==> src/rtl/hft_pkg.sv <==
// Shared trading-path types: fill side, inventory tracker FSM states, default widths.
package hft_pkg;

   localparam int unsigned INV_W_DEFAULT = 64;

   typedef enum logic {
      BUY  = 1'b0,
      SELL = 1'b1
   } side_t;

   typedef enum logic [1:0] {
      RUN   = 2'd0,
      DRAIN = 2'd1,
      ZERO  = 2'd2,
      HOLD  = 2'd3
   } inv_state_t;

endpackage

==> src/rtl/inventory_tracker_if.sv <==
// Fill-event valid/ready channel from the exchange gateway into the inventory tracker.
interface inventory_tracker_if #(
   parameter int unsigned QTY_W = 32
);
   logic                i_fill_valid;
   logic                o_fill_ready;
   hft_pkg::side_t      i_fill_side;
   logic [QTY_W-1:0]    i_fill_qty;

   modport master (output i_fill_valid, i_fill_side, i_fill_qty, input o_fill_ready);
   modport slave  (input i_fill_valid, i_fill_side, i_fill_qty, output o_fill_ready);
endinterface

==> src/rtl/inventory_tracker_sat_add_s.sv <==
// Signed saturating adder: two (W+1)-bit operands clamped into a W-bit signed result.
module sat_add_s #(
   parameter int unsigned W = 64
) (
   input  logic signed [W:0]   a,
   input  logic signed [W:0]   b,
   output logic signed [W-1:0] sum,
   output logic                ovf
);
   logic [W+1:0] full;

   // One guard bit above the operands so the raw sum itself can never wrap
   assign full = {a[W], a} + {b[W], b};
   assign ovf  = !((full[W+1:W-1] == 3'b000) || (full[W+1:W-1] == 3'b111));

   always_comb begin
      sum = full[W-1:0];
      if (ovf) begin
         sum = full[W+1] ? {1'b1, {(W-1){1'b0}}} : {1'b0, {(W-1){1'b1}}};
      end
   end
endmodule

==> src/rtl/inventory_tracker.sv <==
// Signed net-position tracker fed by exchange fills, with limit flags and a flatten sequence.
// Optional per-side volume counters when INV_TRACKER_STATS_EN is defined.
module inventory_tracker
   import hft_pkg::*;
#(
   parameter int unsigned QTY_W     = 32,
   parameter int unsigned INV_W     = INV_W_DEFAULT,
   parameter int unsigned POS_LIMIT = 10000
) (
   input  logic                    i_clk,
   input  logic                    i_rst_n,
   inventory_tracker_if.slave      fill,
   input  logic                    i_flatten,
   output logic signed [INV_W-1:0] o_inventory_state,
   output logic                    o_inv_valid,
   output logic                    o_long_limit,
   output logic                    o_short_limit,
   output logic                    o_sat
`ifdef INV_TRACKER_STATS_EN
   ,
   output logic [63:0]             o_buy_volume,
   output logic [63:0]             o_sell_volume
`endif
);
   localparam logic signed [INV_W-1:0] LIM_P = INV_W'(POS_LIMIT);
   localparam logic signed [INV_W-1:0] LIM_N = -LIM_P;

   inv_state_t              state;
   logic                    accept;
   logic [QTY_W-1:0]        qty;
   logic signed [INV_W:0]   qty_ext;
   logic signed [INV_W:0]   delta;
   logic                    s1_valid;
   logic signed [INV_W:0]   s1_delta;
   logic signed [INV_W-1:0] sum;
   logic                    ovf;

   // Ready depends only on FSM state and flatten so upstream never sees a valid->ready loop
   assign fill.o_fill_ready = (state == RUN) && !i_flatten;
   assign accept            = fill.i_fill_valid && fill.o_fill_ready;

   assign qty     = QTY_W'(fill.i_fill_qty);
   assign qty_ext = (INV_W+1)'(qty);
   assign delta   = (fill.i_fill_side == SELL) ? -qty_ext : qty_ext;

   sat_add_s #(.W(INV_W)) u_sat_add (
      .a   ({o_inventory_state[INV_W-1], o_inventory_state}),
      .b   (s1_delta),
      .sum (sum),
      .ovf (ovf)
   );

   always_ff @(posedge i_clk) begin
      if (!i_rst_n) begin
         state             <= RUN;
         s1_valid          <= 1'b0;
         s1_delta          <= '0;
         o_inventory_state <= '0;
         o_inv_valid       <= 1'b0;
         o_long_limit      <= 1'b0;
         o_short_limit     <= 1'b0;
         o_sat             <= 1'b0;
      end else begin
         s1_valid    <= accept;
         o_inv_valid <= 1'b0;
         if (accept) begin
            s1_delta <= delta;
         end

         // Stage 2: fold the registered delta into the registered position
         if (s1_valid) begin
            o_inventory_state <= sum;
            o_inv_valid       <= 1'b1;
            o_long_limit      <= (sum >= LIM_P);
            o_short_limit     <= (sum <= LIM_N);
            if (ovf) begin
               o_sat <= 1'b1;
            end
         end

         unique case (state)
            RUN:   if (i_flatten) state <= DRAIN;
            DRAIN: state <= ZERO;
            ZERO: begin
               o_inventory_state <= '0;
               o_sat             <= 1'b0;
               o_long_limit      <= 1'b0;
               o_short_limit     <= 1'b0;
               o_inv_valid       <= 1'b1;
               state             <= HOLD;
            end
            HOLD:  if (!i_flatten) state <= RUN;
            default: state <= RUN;
         endcase
      end
   end

`ifdef INV_TRACKER_STATS_EN
   // Volume counters survive flatten; only reset clears them
   always_ff @(posedge i_clk) begin
      if (!i_rst_n) begin
         o_buy_volume  <= '0;
         o_sell_volume <= '0;
      end else if (accept) begin
         if (fill.i_fill_side == SELL) begin
            o_sell_volume <= o_sell_volume + 64'(qty);
         end else begin
            o_buy_volume  <= o_buy_volume + 64'(qty);
         end
      end
   end
`endif

endmodule

==> src/flat_wrapper.sv <==
// flat-port wrapper written by rule: the top's interface ports become plain ports
module inventory_tracker_flat import hft_pkg::*;
#(
   parameter int unsigned QTY_W     = 32,
   parameter int unsigned INV_W     = INV_W_DEFAULT,
   parameter int unsigned POS_LIMIT = 10000
)
  (i_clk, i_rst_n, i_flatten, o_inventory_state, o_inv_valid, o_long_limit, o_short_limit, o_sat, fill_i_fill_valid, fill_i_fill_side, fill_i_fill_qty, fill_o_fill_ready);
  inventory_tracker_if #(.QTY_W(QTY_W)) fill_i ();
  input  logic i_clk;
  input  logic i_rst_n;
  input  logic i_flatten;
  output logic signed [INV_W-1:0] o_inventory_state;
  output logic o_inv_valid;
  output logic o_long_limit;
  output logic o_short_limit;
  output logic o_sat;
  input wire logic [$bits(fill_i.i_fill_valid)-1:0] fill_i_fill_valid;
  input wire logic [$bits(fill_i.i_fill_side)-1:0] fill_i_fill_side;
  input wire logic [$bits(fill_i.i_fill_qty)-1:0] fill_i_fill_qty;
  output wire logic [$bits(fill_i.o_fill_ready)-1:0] fill_o_fill_ready;
  assign fill_i.i_fill_valid = fill_i_fill_valid;
  assign fill_i.i_fill_side = fill_i_fill_side;
  assign fill_i.i_fill_qty = fill_i_fill_qty;
  assign fill_o_fill_ready = fill_i.o_fill_ready;
  inventory_tracker #(.QTY_W(QTY_W), .INV_W(INV_W), .POS_LIMIT(POS_LIMIT)) u_core (.i_clk(i_clk), .i_rst_n(i_rst_n), .fill(fill_i), .i_flatten(i_flatten), .o_inventory_state(o_inventory_state), .o_inv_valid(o_inv_valid), .o_long_limit(o_long_limit), .o_short_limit(o_short_limit), .o_sat(o_sat));
endmodule
==> config.mk <==
export PLATFORM = sky130hd
export DESIGN_NAME = inventory_tracker_flat
export DESIGN_NICKNAME = d
export VERILOG_FILES = /design/src/rtl/hft_pkg.sv /design/src/rtl/inventory_tracker_if.sv /design/src/rtl/inventory_tracker_sat_add_s.sv /design/src/rtl/inventory_tracker.sv /design/src/flat_wrapper.sv
export SDC_FILE = /design/constraint.sdc
export NUM_CORES = 1
export LEC_CHECK = 0
export BUFFER_PORTS_ARGS = -buffer_cell sky130_fd_sc_hd__buf_2
export CORE_MARGIN = 2
export CORE_UTILIZATION = 56
export DETAILED_ROUTE_END_ITERATION = 8
export PLACE_DENSITY_LB_ADDON = 0.12
export SLEW_MARGIN = 20
export SYNTH_ARGS = -nofsm -noshare
export SYNTH_HDL_FRONTEND = slang
export SYNTH_SLANG_ARGS = --single-unit
==> constraint.sdc <==
create_clock -name i_clk -period 6.3 [get_ports i_clk]
set_clock_uncertainty 0.2 [all_clocks]
set_input_delay 1.89 -clock i_clk [delete_from_list [all_inputs] [get_ports i_clk]]
set_output_delay 1.89 -clock i_clk [all_outputs]
set_load 0.02 [all_outputs]
==> metrics.csv, run 1 <==
stage;metric;value;unit
outcome;outcome;finished clean;
die;Ports;106;
sta;RSZ-0062 raised after global routing;no;
global_routing;initial antenna violation count;0;
synthesis;Yosys Warn Count;0;
power;switching power;0.00140;W
critical_path;slowest stage cell, crit path;or4_4;
global_routing;GRT Util Overall;0.367;
min_path;worst hold path startpoint;u_core.s1_delta[57]$_SDFFE_PN0P_;
power;peak supply drop;0.000202;V
critical_path;Worst path max stage delay;0.52;ns
clock_tree;clock root buffer;clkbuf_16;
min_path;hold path cells;2;
synthesis;synthesized area;10600;sq um
drt;Post-DRT Antenna Nets;0;
critical_path;Worst EP required;6.38;ns
power;clock share of power;0.310;
critical_path;crit path DAT;5.42;ns
sta;final setup vio count;0;
critical_path;startpoint types;input port;
clock_tree;CTS buffer count;17;
clock_tree;clock-pin slew on the worst setup and hold paths;0.07;ns
clock_tree;PostCTS Resize Cnt;0;
cells_and_area;share of layout cells above drive strength 1;0.127;
synthesis;Mapped Cells;1409;
min_path;Hold Crit Class;flip-flop to flip-flop;
critical_path;worst path bufs/invs;1;
drt;total number of vias;11200;
drt;first-pass iteration count of the detailed router;5;
cells_and_area;Final nets;1560;
sta;Tcrit/Tclk final;0.848;
clock_tree;Post CTS Setup Buffer Count;0;
drt;WL/cell;21.7;microns
sta;worst slew pin tran;1.05;ns
critical_path;delay-heaviest family, CP;simple AND/OR/NAND/NOR gates;
global_routing;first-pass GRT wire length;56.7;mm
die;Die W;141;microns
clock_tree;clock sink count;134;
critical_path;crit path kind;input port to flip-flop;
critical_path;CP cell instances;buf_2 -> or3_1 -> nor3_2 -> nand3_1 -> or3_1 -> nand2b_4 -> or4_4 -> or4_4 -> or3_4 -> o211ai_4 -> a21boi_0;
placement;GPL Wtd Cong;1.02;
cells_and_area;most common cell after layout, fill and taps aside;nand2_1;
min_path;hold path endpoint;u_core.s1_delta[57]$_SDFFE_PN0P_;
power;internal power;0.00196;W
drt;vias per cell;6.57;
clock_tree;CTS Buffer Depth;2;
drt;DR iter-0 viols;1156;
drt;Routed WL;36.9;mm
cells_and_area;area delta synth->final;10.7;%
sta;clock period minus final worst setup slack;5.34;ns
cells_and_area;final core occ;0.629;
synthesis;Top FF cell, synth;dfxtp_1;
power;register share of total power;0.323;
power;PwrDens;287;nW/um^2
synthesis;count of cell types in the netlist;81;
power;Gate power share;0.368;
power;leak pwr;5.10;nW
synthesis;fraction of registers with async set/reset;0;
die;Initial Util;0.568;
die;Die Ht;141;microns
critical_path;CP endpoint kind;flip-flop;
cells_and_area;ANT cells;0;
synthesis;post-synthesis sequential element count;134;
clock_tree;CTS tree;done;
synthesis;syn nets;1518;
die;core area;18600;sq um
clock_tree;H-tree depth;4;
sta;Slew HR;0.298;
power;net switching fraction of the power;0.417;
flow_run;Max-Cap Viols;0;
critical_path;Critical R2R Capture;u_core.o_short_limit$_SDFFE_PP0P_;
cells_and_area;most frequent cells in the layout;nand2_1 (216), a21oi_1 (157), dfxtp_1 (133);
synthesis;post-synth top area share;0.254;
synthesis;Post-Syn Area per Cell;7.49;sq um
die;die area;20000;sq um
synthesis;top cells by area, synth;dfxtp_1 (25%), ha_1 (8.4%), nand2_1 (7.7%), a21oi_1 (7.4%), o21ai_0 (5.1%);
synthesis;EDFF count, synth;0;
critical_path;Crit Path Max Fanout;15;
global_routing;GRT overflow;0;
synthesis;area leader, netlist;dfxtp_1;
critical_path;worst reg2reg path startpoint;u_core.o_inventory_state[0]$_SDFFE_PP0P_;
placement;I/O Buffers;105;
critical_path;Reg2Reg Depth;14;
cells_and_area;final std cells w/o fill;1698;
die;row count;50;
placement;post-placement cell count;1666;
global_routing;largest net degree at the start of global routing;69;
critical_path;Reg2Reg Setup Slack;1.29;ns
sta;TNS Setup;0;ns
sta;Hold Violations, Final;0;
sta;fmax;187;MHz
synthesis;Seq/Total Area, Yosys;0.254;
clock_tree;hold buffer count at CTS;0;
global_routing;vias in the first global route;9861;
cells_and_area;FILL cells;1688;
placement;dpl hpwl;28.2;mm
clock_tree;Clock Latency Late Sink;0.44;ns
drt;DRC viols;0;
sta;Final Max Slew Viols;0;
Yosys cell counts, types with 6 or more instances:
| cell | count |
|---|---|
| nand2_1 | 216 |
| a21oi_1 | 157 |
| dfxtp_1 | 134 |
| o21ai_0 | 108 |
| nor2_1 | 91 |
| ha_1 | 71 |
| clkbuf_1 | 54 |
| xor2_1 | 53 |
| nand4_1 | 43 |
| o211a_1 | 36 |
| xnor2_1 | 34 |
| a21boi_0 | 32 |
| buf_2 | 29 |
| inv_1 | 23 |
| o211ai_1 | 22 |
| a211oi_1 | 18 |
| o21a_1 | 16 |
| a21o_1 | 14 |
| and3_1 | 14 |
| nor3_1 | 14 |
| nor4_1 | 14 |
| o31ai_1 | 14 |
| o22ai_1 | 13 |
| or3_1 | 13 |
| nand3_1 | 12 |
| nor2b_1 | 11 |
| and4_1 | 10 |
| o21bai_1 | 10 |
| a31oi_1 | 7 |
| and2_1 | 7 |
| buf_1 | 7 |
| clkbuf_2 | 7 |
| nand2b_1 | 7 |
| o21ai_1 | 6 |
| or4_1 | 6 |
worst min-delay path: cells and delay by family, from the launching register on:
| family | cells | cell delay, ns |
|---|---|---|
| flops | 1 | 0.31 |
| simple gates | 1 | 0.06 |
| compound gates | 1 | 0.05 |
cells by family after synthesis:
| kind of cell | share of synthesized area |
|---|---|
| AO/OA/AOI/OAI | 0.310 |
| AND/OR/NAND/NOR | 0.227 |
| flip-flops | 0.254 |
| buffers and inverters | 0.0476 |
| multiplexers | 0.00379 |
| XOR/XNOR | 0.0722 |
| adder cells (fa/ha/maj) | 0.0860 |
how the worst max path moves through the flow:
stage / from / slack, ns / end / cells after the start
after floorplan: fill_i_fill_qty[4] / 0.94 / u_core.s1_delta[31]$_SDFFE_PN0P_ / 13
after global placement: fill_i_fill_qty[4] / 0.63 / u_core.s1_delta[31]$_SDFFE_PN0P_ / 14
after detailed placement: fill_i_fill_qty[4] / 0.57 / u_core.s1_delta[39]$_SDFFE_PN0P_ / 11
after CTS: fill_i_fill_qty[4] / 1.01 / u_core.s1_delta[39]$_SDFFE_PN0P_ / 11
after global routing: fill_i_fill_qty[4] / 0.79 / u_core.s1_delta[31]$_SDFFE_PN0P_ / 14
final: fill_i_fill_qty[4] / 0.96 / u_core.s1_delta[39]$_SDFFE_PN0P_ / 11
sequential cells by signal, indices dropped and copies added, names as in the netlist:
register and flops:
u_core.o_inv_valid 1, u_core.o_inventory_state 64, u_core.o_long_limit 1, u_core.o_sat 1, u_core.o_short_limit 1, u_core.s1_delta 63
u_core.s1_valid 1, u_core.state 2
layout make-up:
class                           instances  area (sq um)  area share
Clock inverter                         13           148      0.0126
Sequential cell                       134          2680       0.230
Tap cell                              234           293      0.0250
Clock buffer                           19           443      0.0379
Multi-Input combinational cell       1154          7390       0.632
Inverter                               23          86.3     0.00738
Timing Repair Buffer                  121           646      0.0552
stage by stage:
stage | area, sq um | hold WS (ns) | setup slack (ns) | total power [W]
global placement | 11100 | 0.247 | 0.633 | 0.00228
detailed placement | 11100 | 0.255 | 0.573 | 0.00229
finish | 11700 | 0.266 | 0.958 | 0.00336
global route | 11700 | 0.292 | 0.793 | 0.00350
floorplan | 10600 | 0.239 | 0.936 | 0.00190
CTS | 11700 | 0.270 | 1.01 | 0.00332
power by group through the flow:
stage          logic, W  clock network [W]  registers (W)
2_1_floorplan  0.000804                  0        0.00109
3_3_place_gp    0.00119                  0        0.00109
3_5_place_dp    0.00120                  0        0.00109
4_1_cts         0.00120            0.00104        0.00107
5_1_grt         0.00134            0.00108        0.00109
6_report        0.00124            0.00104        0.00108
routing by layer:
layer	routed length, microns	share of wire	vias to the layer above	global-route usage
met2	15300	0.41	537	0.530
met3	3290	0.089	51	0.0587
met1	17600	0.48	5327	0.563
li1	-	-	5246	-
met5	0	0	-	0
met4	763	0.021	0	0.0984
(Power assumes the default switching activity.)
==> run 2, diff against run 1 <==
--- a/config.mk
+++ b/config.mk
@@ -7,7 +7,7 @@
 export LEC_CHECK = 0
 export BUFFER_PORTS_ARGS = -buffer_cell sky130_fd_sc_hd__buf_2
 export CORE_MARGIN = 2
-export CORE_UTILIZATION = 56
+export CORE_UTILIZATION = 55
 export DETAILED_ROUTE_END_ITERATION = 8
 export PLACE_DENSITY_LB_ADDON = 0.12
 export SLEW_MARGIN = 20
==> constraint.sdc (replaced) <==
create_clock -name i_clk -period 4.3 [get_ports i_clk]
set_clock_uncertainty 0.2 [all_clocks]
set_input_delay 1.29 -clock i_clk [delete_from_list [all_inputs] [get_ports i_clk]]
set_output_delay 1.29 -clock i_clk [all_outputs]
set_load 0.02 [all_outputs]
==> metrics.csv, run 2 (synthesis gave the netlist of run 1 again) <==
stage;metric;value;unit;change
outcome;outcome;finished with violations;;was finished clean
outcome;violated checks;negative setup slack;;
critical_path;Worst EP required;4.42;ns;was 6.38 ns
sta;PnR worst setup slack;-0.179;ns;was 0.958 ns
placement;GPL Wtd Cong;1.06;;was 1.02
critical_path;CP endpoint kind;flip-flop;;unchanged
global_routing;initial antenna violation count;0;;unchanged
power;internal power;0.00324;W;was 0.00196 W
die;Die W;143;microns;was 141 microns
cells_and_area;largest register by flop count;u_core.o_inventory_state;;unchanged
cells_and_area;register area;2690;sq um;was 2680 sq um
sta;final setup vio count;18;;was 0
power;peak supply drop;0.000438;V;was 0.000202 V
critical_path;Reg2Reg Setup Slack;-0.08;ns;was 1.29 ns
clock_tree;clock sink count;134;;unchanged
clock_tree;clock root buffer;clkbuf_16;;unchanged
clock_tree;H-tree depth;4;;unchanged
global_routing;GRT overflow;0;;unchanged
cells_and_area;Largest register FFs;64;;unchanged
drt;Routed WL;40.9;mm;was 36.9 mm
global_routing;first-pass GRT wire length;62.8;mm;was 56.7 mm
drt;WL/cell;21.0;microns;was 21.7 microns
clock_tree;hold buffer count at CTS;0;;unchanged
drt;Post-DRT Antenna Nets;0;;unchanged
power;register share of total power;0.290;;was 0.323
min_path;hold path endpoint;u_core.s1_delta[45]$_SDFFE_PN0P_;;was u_core.s1_delta[57]$_SDFFE_PN0P_
placement;dpl cell area;13000;sq um;was 11100 sq um
cells_and_area;area delta synth->final;30.5;%;was 10.7%
cells_and_area;Final nets;1807;;was 1560
drt;first-pass iteration count of the detailed router;6;;was 5
placement;I/O Buffers;105;;unchanged
die;core area;18800;sq um;was 18600 sq um
cells_and_area;most frequent cells in the layout;buf_4 (261), nand2_1 (216), a21oi_1 (152);;was nand2_1 (216), a21oi_1 (157), dfxtp_1 (133)
sta;clock period minus final worst setup slack;4.48;ns;
drt;total number of vias;12400;;was 11200
die;die area;20300;sq um;was 20000 sq um
power;net switching fraction of the power;0.406;;was 0.417
die;Initial Util;0.563;;was 0.568
drt;DR iter-0 viols;1386;;was 1156
die;Ports;106;;unchanged
power;switching power;0.00221;W;was 0.00140 W
placement;dpl hpwl;31.3;mm;was 28.2 mm
power;Design Power;0.00544;W;was 0.00336 W
placement;worst slack, placed;-0.638;ns;was 0.573 ns
drt;vias per cell;6.38;;was 6.57
min_path;worst hold path startpoint;u_core.s1_delta[45]$_SDFFE_PN0P_;;was u_core.s1_delta[57]$_SDFFE_PN0P_
clock_tree;CTS Buffer Depth;2;;unchanged
sta;Hold Violations, Final;0;;unchanged
sta;Slew HR;0.337;;was 0.298
critical_path;Critical R2R Capture;u_core.o_short_limit$_SDFFE_PP0P_;;unchanged
critical_path;worst reg2reg path startpoint;u_core.s1_delta[21]$_SDFFE_PN0P_;;was u_core.o_inventory_state[0]$_SDFFE_PP0P_
critical_path;Reg2Reg Depth;14;;unchanged
clock_tree;CTS buffer count;17;;unchanged
cells_and_area;share of layout cells above drive strength 1;0.272;;was 0.127
die;Die Ht;143;microns;was 141 microns
global_routing;vias in the first global route;11300;;was 9861
clock_tree;clock-pin slew on the worst setup and hold paths;0.06;ns;was 0.07 ns
global_routing;largest net degree at the start of global routing;69;;unchanged
drt;DRC viols;0;;unchanged
clock_tree;CTS tree;done;;unchanged
critical_path;crit path kind;input port to flip-flop;;unchanged
placement;post-placement cell count;1909;;was 1666
critical_path;Crit Path Max Fanout;3;;was 15
cells_and_area;ANT cells;0;;unchanged
power;Gate power share;0.433;;was 0.368
critical_path;startpoint types;input port;;unchanged
cells_and_area;final instance area;13800;sq um;was 11700 sq um
cells_and_area;FILL cells;1523;;was 1688
power;PwrDens;395;nW/um^2;was 287 nW/um^2
die;row count;50;;unchanged
critical_path;crit path DAT;4.60;ns;was 5.42 ns
sta;hold_ws;0.264;ns;was 0.266 ns
cells_and_area;final std cells w/o fill;1945;;was 1698
min_path;hold path cells;2;;unchanged
clock_tree;Clock Latency Late Sink;0.44;ns;about the same
cells_and_area;top flop regs;u_core.o_inventory_state x64, u_core.s1_delta x63, u_core.state x2;;unchanged
flow_run;Max-Cap Viols;0;;unchanged
sta;fmax;223;MHz;
sta;worst slew pin tran;0.994;ns;was 1.05 ns
min_path;Hold Crit Class;flip-flop to flip-flop;;unchanged
cells_and_area;most common cell after layout, fill and taps aside;buf_4;;was nand2_1
power;leak pwr;6.37;nW;was 5.10 nW
sta;Final Max Slew Viols;0;;unchanged
cells_and_area;area of the multi-input gates;7590;sq um;was 7390 sq um
power;clock share of power;0.278;;was 0.310
sta;Tcrit/Tclk final;1.04;;
sta;RSZ-0062 raised after global routing;yes;;was no
global_routing;GRT Util Overall;0.399;;was 0.367
==> run 2: power groups by stage <==
stage | Combinational [W] | Clock [W] | Sequential (W)
2_1_floorplan | 0.00118 | 0 | 0.00160
3_3_place_gp | 0.00220 | 0 | 0.00158
3_5_place_dp | 0.00223 | 0 | 0.00159
4_1_cts | 0.00226 | 0.00152 | 0.00157
5_1_grt | 0.00252 | 0.00157 | 0.00159
6_report | 0.00236 | 0.00151 | 0.00158
==> run 2: cell type report <==
cell class / instances / area share
clock buffers: 20 / 0.0324
clock inverters: 12 / 0.0102
inverters: 23 / 0.00627
multi-input cells: 1154 / 0.551
flip-flops and latches: 134 / 0.195
well taps: 234 / 0.0213
repair buffers: 368 / 0.184
==> run 2: how the worst max path moves through the flow <==
stage	start	endpoint	slack, ns	cells after the start
3_3_place_gp	fill_i_fill_qty[4]	u_core.s1_delta[31]$_SDFFE_PN0P_	-0.56	14
4_1_cts	fill_i_fill_qty[4]	u_core.s1_delta[31]$_SDFFE_PN0P_	-0.16	14
3_5_place_dp	fill_i_fill_qty[4]	u_core.s1_delta[31]$_SDFFE_PN0P_	-0.64	14
2_1_floorplan	fill_i_fill_qty[4]	u_core.s1_delta[31]$_SDFFE_PN0P_	-0.40	13
5_1_grt	fill_i_fill_qty[4]	u_core.s1_delta[31]$_SDFFE_PN0P_	-0.30	14
6_report	fill_i_fill_qty[4]	u_core.s1_delta[31]$_SDFFE_PN0P_	-0.18	14
==> run 2: stage by stage <==
| stage | TNS (ns) | util |
|---|---|---|
| after floorplan | -3.61 | - |
| after global placement | -10.84 | 0.691 |
| after detailed placement | -12.30 | 0.691 |
| after CTS | -1.12 | 0.726 |
| after global routing | -3.52 | 0.734 |
| final | -1.65 | 0.734 |
==> run 2: critical path, cell delays in order <==
cell	delay, ns
buf_6	0.09
or3_4	0.39
nor3_4	0.17
nand3_2	0.10
or3_4	0.34
nand2b_4	0.15
or4_4	0.48
or4_4	0.50
or3_4	0.39
nor3_2	0.11
ha_1	0.25
nand2_1	0.07
o211ai_1	0.10
o211a_1	0.16
==> run 2: timing repair <==
| item | 4_1_cts | 5_1_grt |
|---|---|---|
| endpoints found under the setup margin | 23 | 38 |
| pin swaps | 4 | 6 |
| gates resized for setup | 13 | 34 |
| buffers inserted | 0 | 4 |
==> run 2: per-layer routing <==
layer	part of all wire	up-vias	GRT usage
met5	0	-	0
met4	0.026	0	0.108
met3	0.11	91	0.105
met2	0.42	693	0.595
met1	0.44	5855	0.568
li1	-	5766	-
==> run 3, diff against run 2 <==
--- a/config.mk
+++ b/config.mk
@@ -6,6 +6,7 @@
 export NUM_CORES = 1
 export LEC_CHECK = 0
 export BUFFER_PORTS_ARGS = -buffer_cell sky130_fd_sc_hd__buf_2
+export CORE_ASPECT_RATIO = 1.1
 export CORE_MARGIN = 2
 export CORE_UTILIZATION = 55
 export DETAILED_ROUTE_END_ITERATION = 8
==> metrics.csv, run 3 (synthesis gave the netlist of run 1 again) <==
stage;metric;value;unit;change
critical_path;worst path bufs/invs;1;;unchanged
clock_tree;H-tree depth;4;;unchanged
global_routing;first-pass GRT wire length;64.5;mm;was 62.8 mm
sta;PnR worst setup slack;-0.192;ns;was -0.179 ns
power;PwrDens;387;nW/um^2;was 395 nW/um^2
drt;Routed WL;42.9;mm;was 40.9 mm
flow_run;Max-Cap Viols;0;;unchanged
cells_and_area;Final nets;1816;;was 1807
sta;clock period minus final worst setup slack;4.49;ns;was 4.48 ns
sta;final setup vio count;17;;was 18
global_routing;GRT Util Overall;0.412;;was 0.399
clock_tree;hold buffer count at CTS;0;;unchanged
critical_path;Top cell by count, worst path;or3_4;;unchanged
power;register share of total power;0.288;;was 0.290
placement;I/O Buffers;105;;unchanged
power;switching power;0.00228;W;was 0.00221 W
sta;RSZ-0062 raised after global routing;yes;;unchanged
critical_path;Worst EP required;4.43;ns;was 4.42 ns
global_routing;vias in the first global route;12200;;was 11300
drt;total number of vias;12400;;about the same
clock_tree;clock sink count;134;;unchanged
drt;uppermost routed layer;met4;;unchanged
critical_path;CP cell instances;buf_6 -> or3_4 -> nor3_4 -> nand3_2 -> or3_4 -> nand2b_4 -> or4_4 -> or4_4 -> or3_4 -> nor3_4 -> ha_1 -> nand2_1 -> o211ai_1 -> o211a_1;;was buf_6 -> or3_4 -> nor3_4 -> nand3_2 -> or3_4 -> nand2b_4 -> or4_4 -> or4_4 -> or3_4 -> nor3_2 -> ha_1 -> nand2_1 -> o211ai_1 -> o211a_1
cells_and_area;most common cell after layout, fill and taps aside;buf_4;;unchanged
clock_tree;Clock Latency Late Sink;0.44;ns;about the same
power;Gate power share;0.444;;was 0.433
critical_path;CP endpoint kind;flip-flop;;unchanged
min_path;Hold Crit Class;flip-flop to flip-flop;;unchanged
critical_path;startpoint types;input port;;unchanged
critical_path;crit path DAT;4.62;ns;was 4.60 ns
cells_and_area;most frequent cells in the layout;buf_4 (266), nand2_1 (216), a21oi_1 (144);;was buf_4 (261), nand2_1 (216), a21oi_1 (152)
outcome;outcome;finished with violations;;unchanged
sta;Slew HR;0.271;;was 0.337
sta;Tcrit/Tclk final;1.04;;about the same
drt;Post-DRT Antenna Nets;0;;unchanged
die;Die W;136;microns;was 143 microns
power;net switching fraction of the power;0.412;;was 0.406
die;Ports;106;;unchanged
power;Design Power;0.00554;W;was 0.00544 W
cells_and_area;area delta synth->final;35.6;%;was 30.5%
drt;DRC viols;0;;unchanged
drt;first-pass iteration count of the detailed router;6;;unchanged
die;die area;20300;sq um;about the same
sta;fmax;223;MHz;about the same
power;clock share of power;0.268;;was 0.278
cells_and_area;Largest register FFs;64;;unchanged
critical_path;delay-heaviest family, CP;simple AND/OR/NAND/NOR gates;;unchanged
die;Initial Util;0.557;;was 0.563
cells_and_area;largest register by flop count;u_core.o_inventory_state;;unchanged
drt;routed wire length on met3;2.91;mm;was 4.58 mm
cells_and_area;final core occ;0.755;;was 0.734
die;Die Ht;149;microns;was 143 microns
placement;GPL Wtd Cong;1.06;;about the same
cells_and_area;ANT cells;0;;unchanged
sta;Hold Violations, Final;0;;unchanged
cells_and_area;share of layout cells above drive strength 1;0.312;;was 0.272
drt;met2 routed WL;20.2;mm;was 17.2 mm
global_routing;initial antenna violation count;1;;was 0
drt;WL met1;16.1;mm;was 18.1 mm
die;core area;19000;sq um;was 18800 sq um
cells_and_area;top flop regs;u_core.o_inventory_state x64, u_core.s1_delta x63, u_core.state x2;;unchanged
clock_tree;CTS tree;done;;unchanged
critical_path;slowest stage cell, crit path;or4_4;;unchanged
placement;worst slack, placed;-0.684;ns;was -0.638 ns
sta;worst slew pin tran;1.09;ns;was 0.994 ns
clock_tree;CTS buffer count;17;;unchanged
sta;TNS Setup;-1.53;ns;was -1.65 ns
power;leak pwr;6.47;nW;was 6.37 nW
clock_tree;clock-pin slew on the worst setup and hold paths;0.07;ns;was 0.06 ns
outcome;violated checks;negative setup slack;;unchanged
critical_path;Crit Path Max Fanout;2;;was 3
die;row count;53;;was 50
critical_path;Worst path max stage delay;0.50;ns;about the same
global_routing;largest net degree at the start of global routing;69;;unchanged
placement;dpl hpwl;32.2;mm;was 31.3 mm
critical_path;crit path kind;input port to flip-flop;;unchanged
clock_tree;clock root buffer;clkbuf_16;;unchanged
clock_tree;CTS Buffer Depth;2;;unchanged
power;internal power;0.00326;W;was 0.00324 W
sta;Final Max Slew Viols;0;;unchanged
drt;DR iter-0 viols;1105;;was 1386
drt;WL/cell;21.8;microns;was 21.0 microns
global_routing;GRT overflow;0;;unchanged
drt;vias per cell;6.31;;was 6.38
power;peak supply drop;0.000300;V;was 0.000438 V
-- run 3: per-layer routing --
layer,up-vias,GRT usage
met5,-,0
met4,0,0.326
met3,205,0.0866
met2,601,0.679
met1,5825,0.459
li1,5772,-
-- run 3: per-stage QoR --
stage	hold slack [ns]	std cells	cell area, sq um
floorplan	0.239	1409	10600
global placement	0.245	1915	12900
detailed placement	0.250	1915	12900
CTS	0.259	1953	13700
global route	0.293	1967	14300
finish	0.275	1967	14300
-- run 3: timing repair --
action | in CTS | in global routing
setup buffers | 5 | 15
setup endpoints to repair | 70 | 82
pin swaps | 3 | 34
gates resized for setup | 27 | 111
gates cloned | 1 | 1
-- run 3: area by class of cell --
cell class                      count  area, sq um
Timing Repair Buffer              377         2630
Fill cell                        1455         4650
Inverter                           23         86.3
Tap cell                          247          309
Sequential cell                   134         2690
Clock inverter                     13          138
Multi-Input combinational cell   1154         8020
Clock buffer                       19          443
-- run 3: worst min-delay path, cell delays in order (launching register included) --
cell      delay [ns]
dfxtp_1         0.31
nand2_1         0.05
a21boi_0        0.06
-- run 3: path summary, 6_finish.rpt --
kind	start	end	slack [ns]	cells after the start
setup / recovery	fill_i_fill_qty[4]	u_core.s1_delta[31]$_SDFFE_PN0P_	-0.19	14
setup reg to reg	u_core.s1_delta[19]$_SDFFE_PN0P_	u_core.o_short_limit$_SDFFE_PP0P_	0.09	16
hold / removal	u_core.s1_delta[60]$_SDFFE_PN0P_	u_core.s1_delta[60]$_SDFFE_PN0P_	0.27	2
hold reg to reg	u_core.s1_delta[60]$_SDFFE_PN0P_	u_core.s1_delta[60]$_SDFFE_PN0P_	0.27	2
-- run 3: power by group through the flow --
stage	Combinational (W)	Clock (W)	Sequential, W
after floorplan	0.00118	0	0.00160
after global placement	0.00221	0	0.00159
after detailed placement	0.00224	0	0.00159
after CTS	0.00229	0.00149	0.00157
after global routing	0.00261	0.00155	0.00160
final	0.00246	0.00148	0.00160
